$ cat src/rtl/if_stage_pkg.sv
// Shared widths, reset constant and the IF/ID slot bundle
// for the instruction-fetch stage.
package if_stage_pkg;

    localparam int REG_BUS  = 64;
    localparam int INST_BUS = 32;

    typedef logic [REG_BUS-1:0]  reg_t;
    typedef logic [INST_BUS-1:0] inst_t;

    localparam reg_t RESET_PC_DEF = 64'h0000_0000_8000_0000;
    localparam reg_t PC_STEP      = 64'd4;

    typedef struct packed {
        logic  valid;
        reg_t  pc;
        inst_t inst;
    } if_id_t;

endpackage

$ cat src/rtl/if_stage_if.sv
// Instruction bus between the fetch stage (master)
// and instruction memory (slave).
interface if_stage_if;
    import if_stage_pkg::*;

    logic  inst_req_valid;
    logic  inst_req_ready;
    reg_t  inst_req_addr;
    logic  inst_resp_valid;
    inst_t inst_resp_data;

    modport master (
        output inst_req_valid,
        output inst_req_addr,
        input  inst_req_ready,
        input  inst_resp_valid,
        input  inst_resp_data
    );

    modport slave (
        input  inst_req_valid,
        input  inst_req_addr,
        output inst_req_ready,
        output inst_resp_valid,
        output inst_resp_data
    );

endinterface

$ cat src/rtl/if_stage.sv
// Instruction-fetch stage: owns the fetch PC, keeps one bus read
// in flight and fills the IF/ID slot; EX redirects squash the path.
module if_stage
    import if_stage_pkg::*;
#(
    parameter reg_t RESET_PC = RESET_PC_DEF
) (
    input  logic              clk,
    input  logic              rst,
    input  logic              redirect_valid,
    input  reg_t              redirect_pc,
    input  logic              stall,
    if_stage_if.master        bus,
    output logic              if_valid,
    output reg_t              if_pc,
    output inst_t             if_inst
);

    localparam logic [1:0] REQ  = 2'd0;
    localparam logic [1:0] WAIT = 2'd1;
    localparam logic [1:0] KILL = 2'd2;

    logic [1:0] state_q, state_d;
    reg_t       pc_q, pc_d;
    reg_t       req_pc_q, req_pc_d;
    if_id_t     slot_q, slot_d;

    logic slot_free;
    logic req_fire;
    logic resp;
    logic load;

    assign slot_free = !slot_q.valid || !stall;
    assign req_fire  = bus.inst_req_valid && bus.inst_req_ready;
    assign resp      = bus.inst_resp_valid;
    assign load      = (state_q == WAIT) && resp && !redirect_valid;

    always_ff @(posedge clk or negedge rst) begin
        if (!rst) begin
            state_q <= REQ;
        end else begin
            state_q <= state_d;
        end
    end

    // A response always ends the in-flight read, squashed or not.
    always_comb begin
        state_d = state_q;
        unique case (state_q)
            REQ: begin
                if (req_fire) begin
                    state_d = redirect_valid ? KILL : WAIT;
                end
            end
            WAIT: begin
                if (resp) begin
                    state_d = REQ;
                end else if (redirect_valid) begin
                    state_d = KILL;
                end
            end
            KILL: begin
                if (resp) begin
                    state_d = REQ;
                end
            end
            default: state_d = REQ;
        endcase
    end

    always_comb begin
        bus.inst_req_valid = (state_q == REQ) && slot_free;
        bus.inst_req_addr  = pc_q;
    end

    always_comb begin
        pc_d     = pc_q;
        req_pc_d = req_pc_q;
        slot_d   = slot_q;
        if (req_fire) begin
            req_pc_d = pc_q;
        end
        if (redirect_valid) begin
            pc_d         = redirect_pc;
            slot_d.valid = 1'b0;
        end else if (load) begin
            pc_d        = req_pc_q + PC_STEP;
            slot_d.valid = 1'b1;
            slot_d.pc    = req_pc_q;
            slot_d.inst  = bus.inst_resp_data;
        end else if (!stall) begin
            slot_d.valid = 1'b0;
        end
    end

    always_ff @(posedge clk or negedge rst) begin
        if (!rst) begin
            pc_q     <= RESET_PC;
            req_pc_q <= '0;
            slot_q   <= '0;
        end else begin
            pc_q     <= pc_d;
            req_pc_q <= req_pc_d;
            slot_q   <= slot_d;
        end
    end

    assign if_valid = slot_q.valid;
    assign if_pc    = slot_q.pc;
    assign if_inst  = slot_q.inst;

endmodule

$ cat src/flat_wrapper.sv
// flat-port wrapper written by rule: the top's interface ports become plain ports
module if_stage_flat import if_stage_pkg::*;
#(
    parameter reg_t RESET_PC = RESET_PC_DEF
)
  (clk, rst, redirect_valid, redirect_pc, stall, if_valid, if_pc, if_inst, bus_inst_req_valid, bus_inst_req_addr, bus_inst_req_ready, bus_inst_resp_valid, bus_inst_resp_data);
  if_stage_if bus_i ();
  input  logic clk;
  input  logic rst;
  input  logic redirect_valid;
  input  reg_t redirect_pc;
  input  logic stall;
  output logic if_valid;
  output reg_t if_pc;
  output inst_t if_inst;
  output wire logic [$bits(bus_i.inst_req_valid)-1:0] bus_inst_req_valid;
  output wire logic [$bits(bus_i.inst_req_addr)-1:0] bus_inst_req_addr;
  input wire logic [$bits(bus_i.inst_req_ready)-1:0] bus_inst_req_ready;
  input wire logic [$bits(bus_i.inst_resp_valid)-1:0] bus_inst_resp_valid;
  input wire logic [$bits(bus_i.inst_resp_data)-1:0] bus_inst_resp_data;
  assign bus_inst_req_valid = bus_i.inst_req_valid;
  assign bus_inst_req_addr = bus_i.inst_req_addr;
  assign bus_i.inst_req_ready = bus_inst_req_ready;
  assign bus_i.inst_resp_valid = bus_inst_resp_valid;
  assign bus_i.inst_resp_data = bus_inst_resp_data;
  if_stage #(.RESET_PC(RESET_PC)) u_core (.clk(clk), .rst(rst), .redirect_valid(redirect_valid), .redirect_pc(redirect_pc), .stall(stall), .bus(bus_i), .if_valid(if_valid), .if_pc(if_pc), .if_inst(if_inst));
endmodule
$ cat config.mk
export PLATFORM = sky130hd
export DESIGN_NAME = if_stage_flat
export DESIGN_NICKNAME = d
export VERILOG_FILES = /design/src/rtl/if_stage_pkg.sv /design/src/rtl/if_stage_if.sv /design/src/rtl/if_stage.sv /design/src/flat_wrapper.sv
export SDC_FILE = /design/constraint.sdc
export NUM_CORES = 1
export LEC_CHECK = 0
export ABC_CLOCK_PERIOD_IN_PS = 3700
export BUFFER_PORTS_ARGS = -buffer_cell sky130_fd_sc_hd__buf_2
export CAP_MARGIN = 10
export CORE_MARGIN = 1
export CORE_UTILIZATION = 50
export CTS_CLUSTER_DIAMETER = 100
export DETAILED_ROUTE_END_ITERATION = 8
export PLACE_DENSITY = 0.76
export SLEW_MARGIN = 20
export SYNTH_ARGS = -nofsm -noshare
export SYNTH_HDL_FRONTEND = slang
export SYNTH_SLANG_ARGS = --single-unit
export TNS_END_PERCENT = 5
$ cat constraint.sdc
create_clock -name clk -period 3.7 [get_ports clk]
set_clock_uncertainty 0.1 [all_clocks]
set_input_delay 1.11 -clock clk [delete_from_list [all_inputs] [get_ports clk]]
set_output_delay 1.11 -clock clk [all_outputs]
set_load 0.01 [all_outputs]
* After elaboration in Yosys (flattened, before gate mapping) *
Index checks and enable logic that the tools add are counted.
Widths: inputs -> output; s select.

cells by class
  add/sub/neg operators = 1
  eq/ne operators = 6
  multiplexer cells = 11
  bitwise logic cells = 1
  reductions and logical operators = 12

operators by type and width
  operator               number
  $mux 64                2
  $add 64x3->64 const B  1
  $mux 2                 5
  $pmux 2 s3             1
  $logic_and 1x1->1      4
  $logic_not 1->1        3
  $mux 1                 3
  $ne 3x2->1 const B     1
  $ne 3x3->1 const B     1
  $reduce_and 3->1       1
  $eq 2x1->1 const B     1
  $eq 2x2->1 const B     1
  $logic_not 2->1        1
  $ne 2x1->1 const B     1
  $ne 2x2->1 const B     1
  $reduce_and 2->1       1
  $reduce_bool 2->1      1
  $logic_or 1x1->1       1
  $not 1->1              1

word-level totals
  register bits after elaboration = 227

* Depth between registers and ports, before layout *
  depth after elaboration = 6
  mapped depth = 8
  depth with buffers taken out = 7

* Least setup slack after synthesis *
Ideal clock, no wire load.

  path type = input to output
  start point = input stall
  end point = output bus_inst_req_valid
  data arrival time = 1.486 ns
  required time = 2.490 ns
  setup slack = 1.004 ns
  stages = 1
  cell sequence = a211oi_1

between the ends
  word-level cells in the longest chain between the ends = 3

ends and longest elaborated chain
  what               line                source
  from (decl)        flat_wrapper.sv:12  input logic stall;
  $logic_not 1->1    if_stage.sv:33      assign slot_free = !slot_q.valid || !stall;
  $logic_or 1x1->1   if_stage.sv:33
  $logic_and 1x1->1  if_stage.sv:72      bus.inst_req_valid = (state_q == REQ) && slot_free;
  to (decl)          flat_wrapper.sv:16  output wire logic [$bits(bus_i.inst_req_valid)-1:0] bus_inst_req_valid;

Every way passes these cells.

* Worst setup path in the final report *
Same ends and word-level chain as after synthesis.

==> impl_metrics.env <==
export IMPL_postCtsSetupRepairBufs=0
export IMPL_coreArea_mm2=0.0197
export IMPL_drt_antenna_violating_nets=0
export IMPL_firstDrtPassIters=5
export IMPL_synth_edf_count=0
export IMPL_num_vias=8557
export IMPL_root_buffer="clkbuf_16"
export IMPL_cts_resized_gates=0
export IMPL_grt_pass1_vias=8202
export IMPL_initial_core_util_pct=51.5
export IMPL_gp_congestion=0.811
export IMPL_routed_wl_um=26800
export IMPL_slowest_stage="a211oi_1"
export IMPL_end_kind="output pin"
export IMPL_finalHoldViolCount=0
export IMPL_yosysTopAreaCell="dfrtp_1"
export IMPL_ys_flop_type="dfrtp_1"
export IMPL_cts_buffer_depth=3
export IMPL_worst_pin_slew_ns=0.722
export IMPL_worstPathArrival_ns=1.82
export IMPL_h_tree_depth=1
export IMPL_dp_slack_ns=0.664
export IMPL_yosysTopAreaCellShare_pct=55.9
export IMPL_final_period_utilization_pct=81.9
export IMPL_synth_commonest_cells="nand2_1 (371), dfrtp_1 (226), mux2_2 (64), clkbuf_1 (51), o21ai_0 (45)"
export IMPL_syn_area_per_cell_um2=9.72
export IMPL_path_class="in -> out"
export IMPL_syn_to_final_growth_pct=24.2
export IMPL_die_w_um=144
export IMPL_seq_area_frac_synth_pct=56.1
export IMPL_worst_slack_ns=0.669
export IMPL_slew_headroom_pct=51.9
export IMPL_placed_cell_area_mm2=0.0118
export IMPL_crit_top_cell="buf_2"
export IMPL_io_buffers=263
export IMPL_path_clk_slew_ns=0.05
export IMPL_slew_violations=0
export IMPL_drc_errors=0
export IMPL_final_util_pct=64.0
export IMPL_dieArea_mm2=0.0208
export IMPL_drtIter0Drc=440
export IMPL_grt_pass1_wl_um=42200
export IMPL_ys_warn_count=0
export IMPL_setup_viol=0
export IMPL_async_reset_ff_share_pct=100
export IMPL_yosysUniqueCellTypes=43
export IMPL_p_total_uw=9090
export IMPL_layout_drive_gt1_share_pct=30.4
export IMPL_final_area_mm2=0.0126
export IMPL_ios=264
export IMPL_cts_inserted_buffers=24
export IMPL_grt_ovfl_total=0
export IMPL_num_fill_cells=1617
export IMPL_crit_chain="buf_2 > a211oi_1 > buf_2"
export IMPL_routedWlPerCell_um=17.1
export IMPL_cap_violations=0
export IMPL_p_leak_uw=0.00628
export IMPL_crit_fanout=2
export IMPL_cts_tree="yes"
export IMPL_die_y_um=144
export IMPL_status="finished clean"
export IMPL_syn_area_mm2=0.0101
export IMPL_synth_nets=1144
export IMPL_hpwl_um=18100
export IMPL_worstSkewPairLatency_ns=0.52
export IMPL_yosysMostFrequentCell="nand2_1"
export IMPL_via_per_inst=5.45
export IMPL_grt_max_degree=88
export IMPL_cts_hold_buf=0
export IMPL_rrSetupSlack_ns=0.91
export IMPL_rsz0062_at_grt="no"
export IMPL_tns_ns=0
export IMPL_critPathLaunchType="input pin"
export IMPL_hold_class="reg -> reg"
export IMPL_finalNetCount=1391
export IMPL_critPathMaxStageDelay_ns=0.39
export IMPL_period_needed_ns=3.03
export IMPL_syn_inst=1041
export IMPL_crit_required_ns=2.49
export IMPL_gr_usage_all_layers_pct=25.9
export IMPL_critPathBufInv=2
export IMPL_vdd_drop_max_mv=0.452
export IMPL_critPathTopFamily="compound AO/OA/AOI/OAI gates"
export IMPL_numClockSinks=227
export IMPL_synthTopCellsByArea="dfrtp_1 (56%), nand2_1 (14%), mux2_2 (7.1%)"
export IMPL_rows=51
export IMPL_ys_ff_latch=227
export IMPL_pwr_density_cell_mw_per_mm2=723
export IMPL_antenna_found_initial=2
export IMPL_fmax_ghz=0.330
[routing by layer]
metal  share of wire [%]  track usage (%)  vias up
met1                  42             33.6     4208
met4                 2.6             8.81        2
met2                  48             43.5      288
met3                 7.1             4.83       49
li1                    -                -     4010
met5               0.052                0        -
[final timing paths]
kind                                     from                      endpoint  depth (start not counted)
setup / recovery                        stall            bus_inst_req_valid                          3
hold / removal             u_core.if_inst[19]            u_core.if_inst[19]                          2
setup reg to reg           u_core.req_pc_q[2]  u_core.bus.inst_req_addr[54]                          7
hold reg to reg            u_core.if_inst[19]            u_core.if_inst[19]                          2
max in group asynchronous                 rst              u_core.if_pc[42]                          2
min in group asynchronous                 rst              u_core.if_pc[17]                          1
[worst reg2reg max path: stages, from the launching register on]
cell      delay, ns
dfrtp_1        0.42
ha_1           0.25
nand2_1        0.18
nor2_1         0.44
nand4_1        0.49
nor4_1         0.46
xnor2_1        0.16
o221ai_1       0.13
[logic make-up (layout without fill, tap and decap cells)]
logic type      count (synthesis)  count (layout)  share of synthesized area [%]
buf+inv                        69             332                           2.60
simple gates                  508             508                           21.6
flops                         227             227                           56.1
other cells                     0               1                              0
compound gates                108             108                           6.74
mux                            75              75                           8.21
xor+xnor                       53              53                           4.59
fa+ha+maj                       1               1                          0.124
[area by class of cell]
type,instances,area [µm²],area share (%)
diodes,1,2.50,0.0199
clock buffers,33,706,5.61
clock inverters,9,101,0.806
inverters,10,37.5,0.299
multi-input cells,745,4210,33.5
flip-flops and latches,227,5680,45.2
well taps,265,332,2.64
repair buffers,280,1510,12.0
[sequential cells by signal, summed over array words and instances, names as in the netlist]
name                      count
u_core.if_valid               1
u_core.if_inst               32
u_core.state_q                2
u_core.bus.inst_req_addr     64
u_core.req_pc_q              64
u_core.if_pc                 64
[metrics by stage]
| stage | hold WS (ns) | cells |
|---|---|---|
| after floorplan | 0.355 | 1041 |
| after global placement | 0.353 | 1527 |
| after detailed placement | 0.356 | 1527 |
| after CTS | 0.370 | 1569 |
| after global routing | 0.384 | 1570 |
| final | 0.366 | 1570 |
[cell usage in the layout (no fill, tap or decap), drive strengths merged, types with 2 or more instances in the layout]
cell,n
xor2,12
and3,6
bufinv,2
o21ai,45
nand3,19
and2,3
or3,4
clkbuf,33
o31ai,7
clkinv,6
nor2,34
or2,4
xnor2,41
nor4,17
nor3b,11
a21oi,23
dfrtp,226
mux2,64
nand2,371
nor3,19
mux2i,11
o221ai,24
nand4,15
inv,10
o31a,4
or4,2
buf,280
[where the power goes]
part	switching, µW	total (µW)	internal (µW)	leakage (µW)
clock network	969	2440	1470	0.000400
logic	1310	2500	1180	0.00305
registers	814	4160	3340	0.00283
total	3090	9090	6000	0.00628
Note: power is estimated with default switching activity, not from simulation.
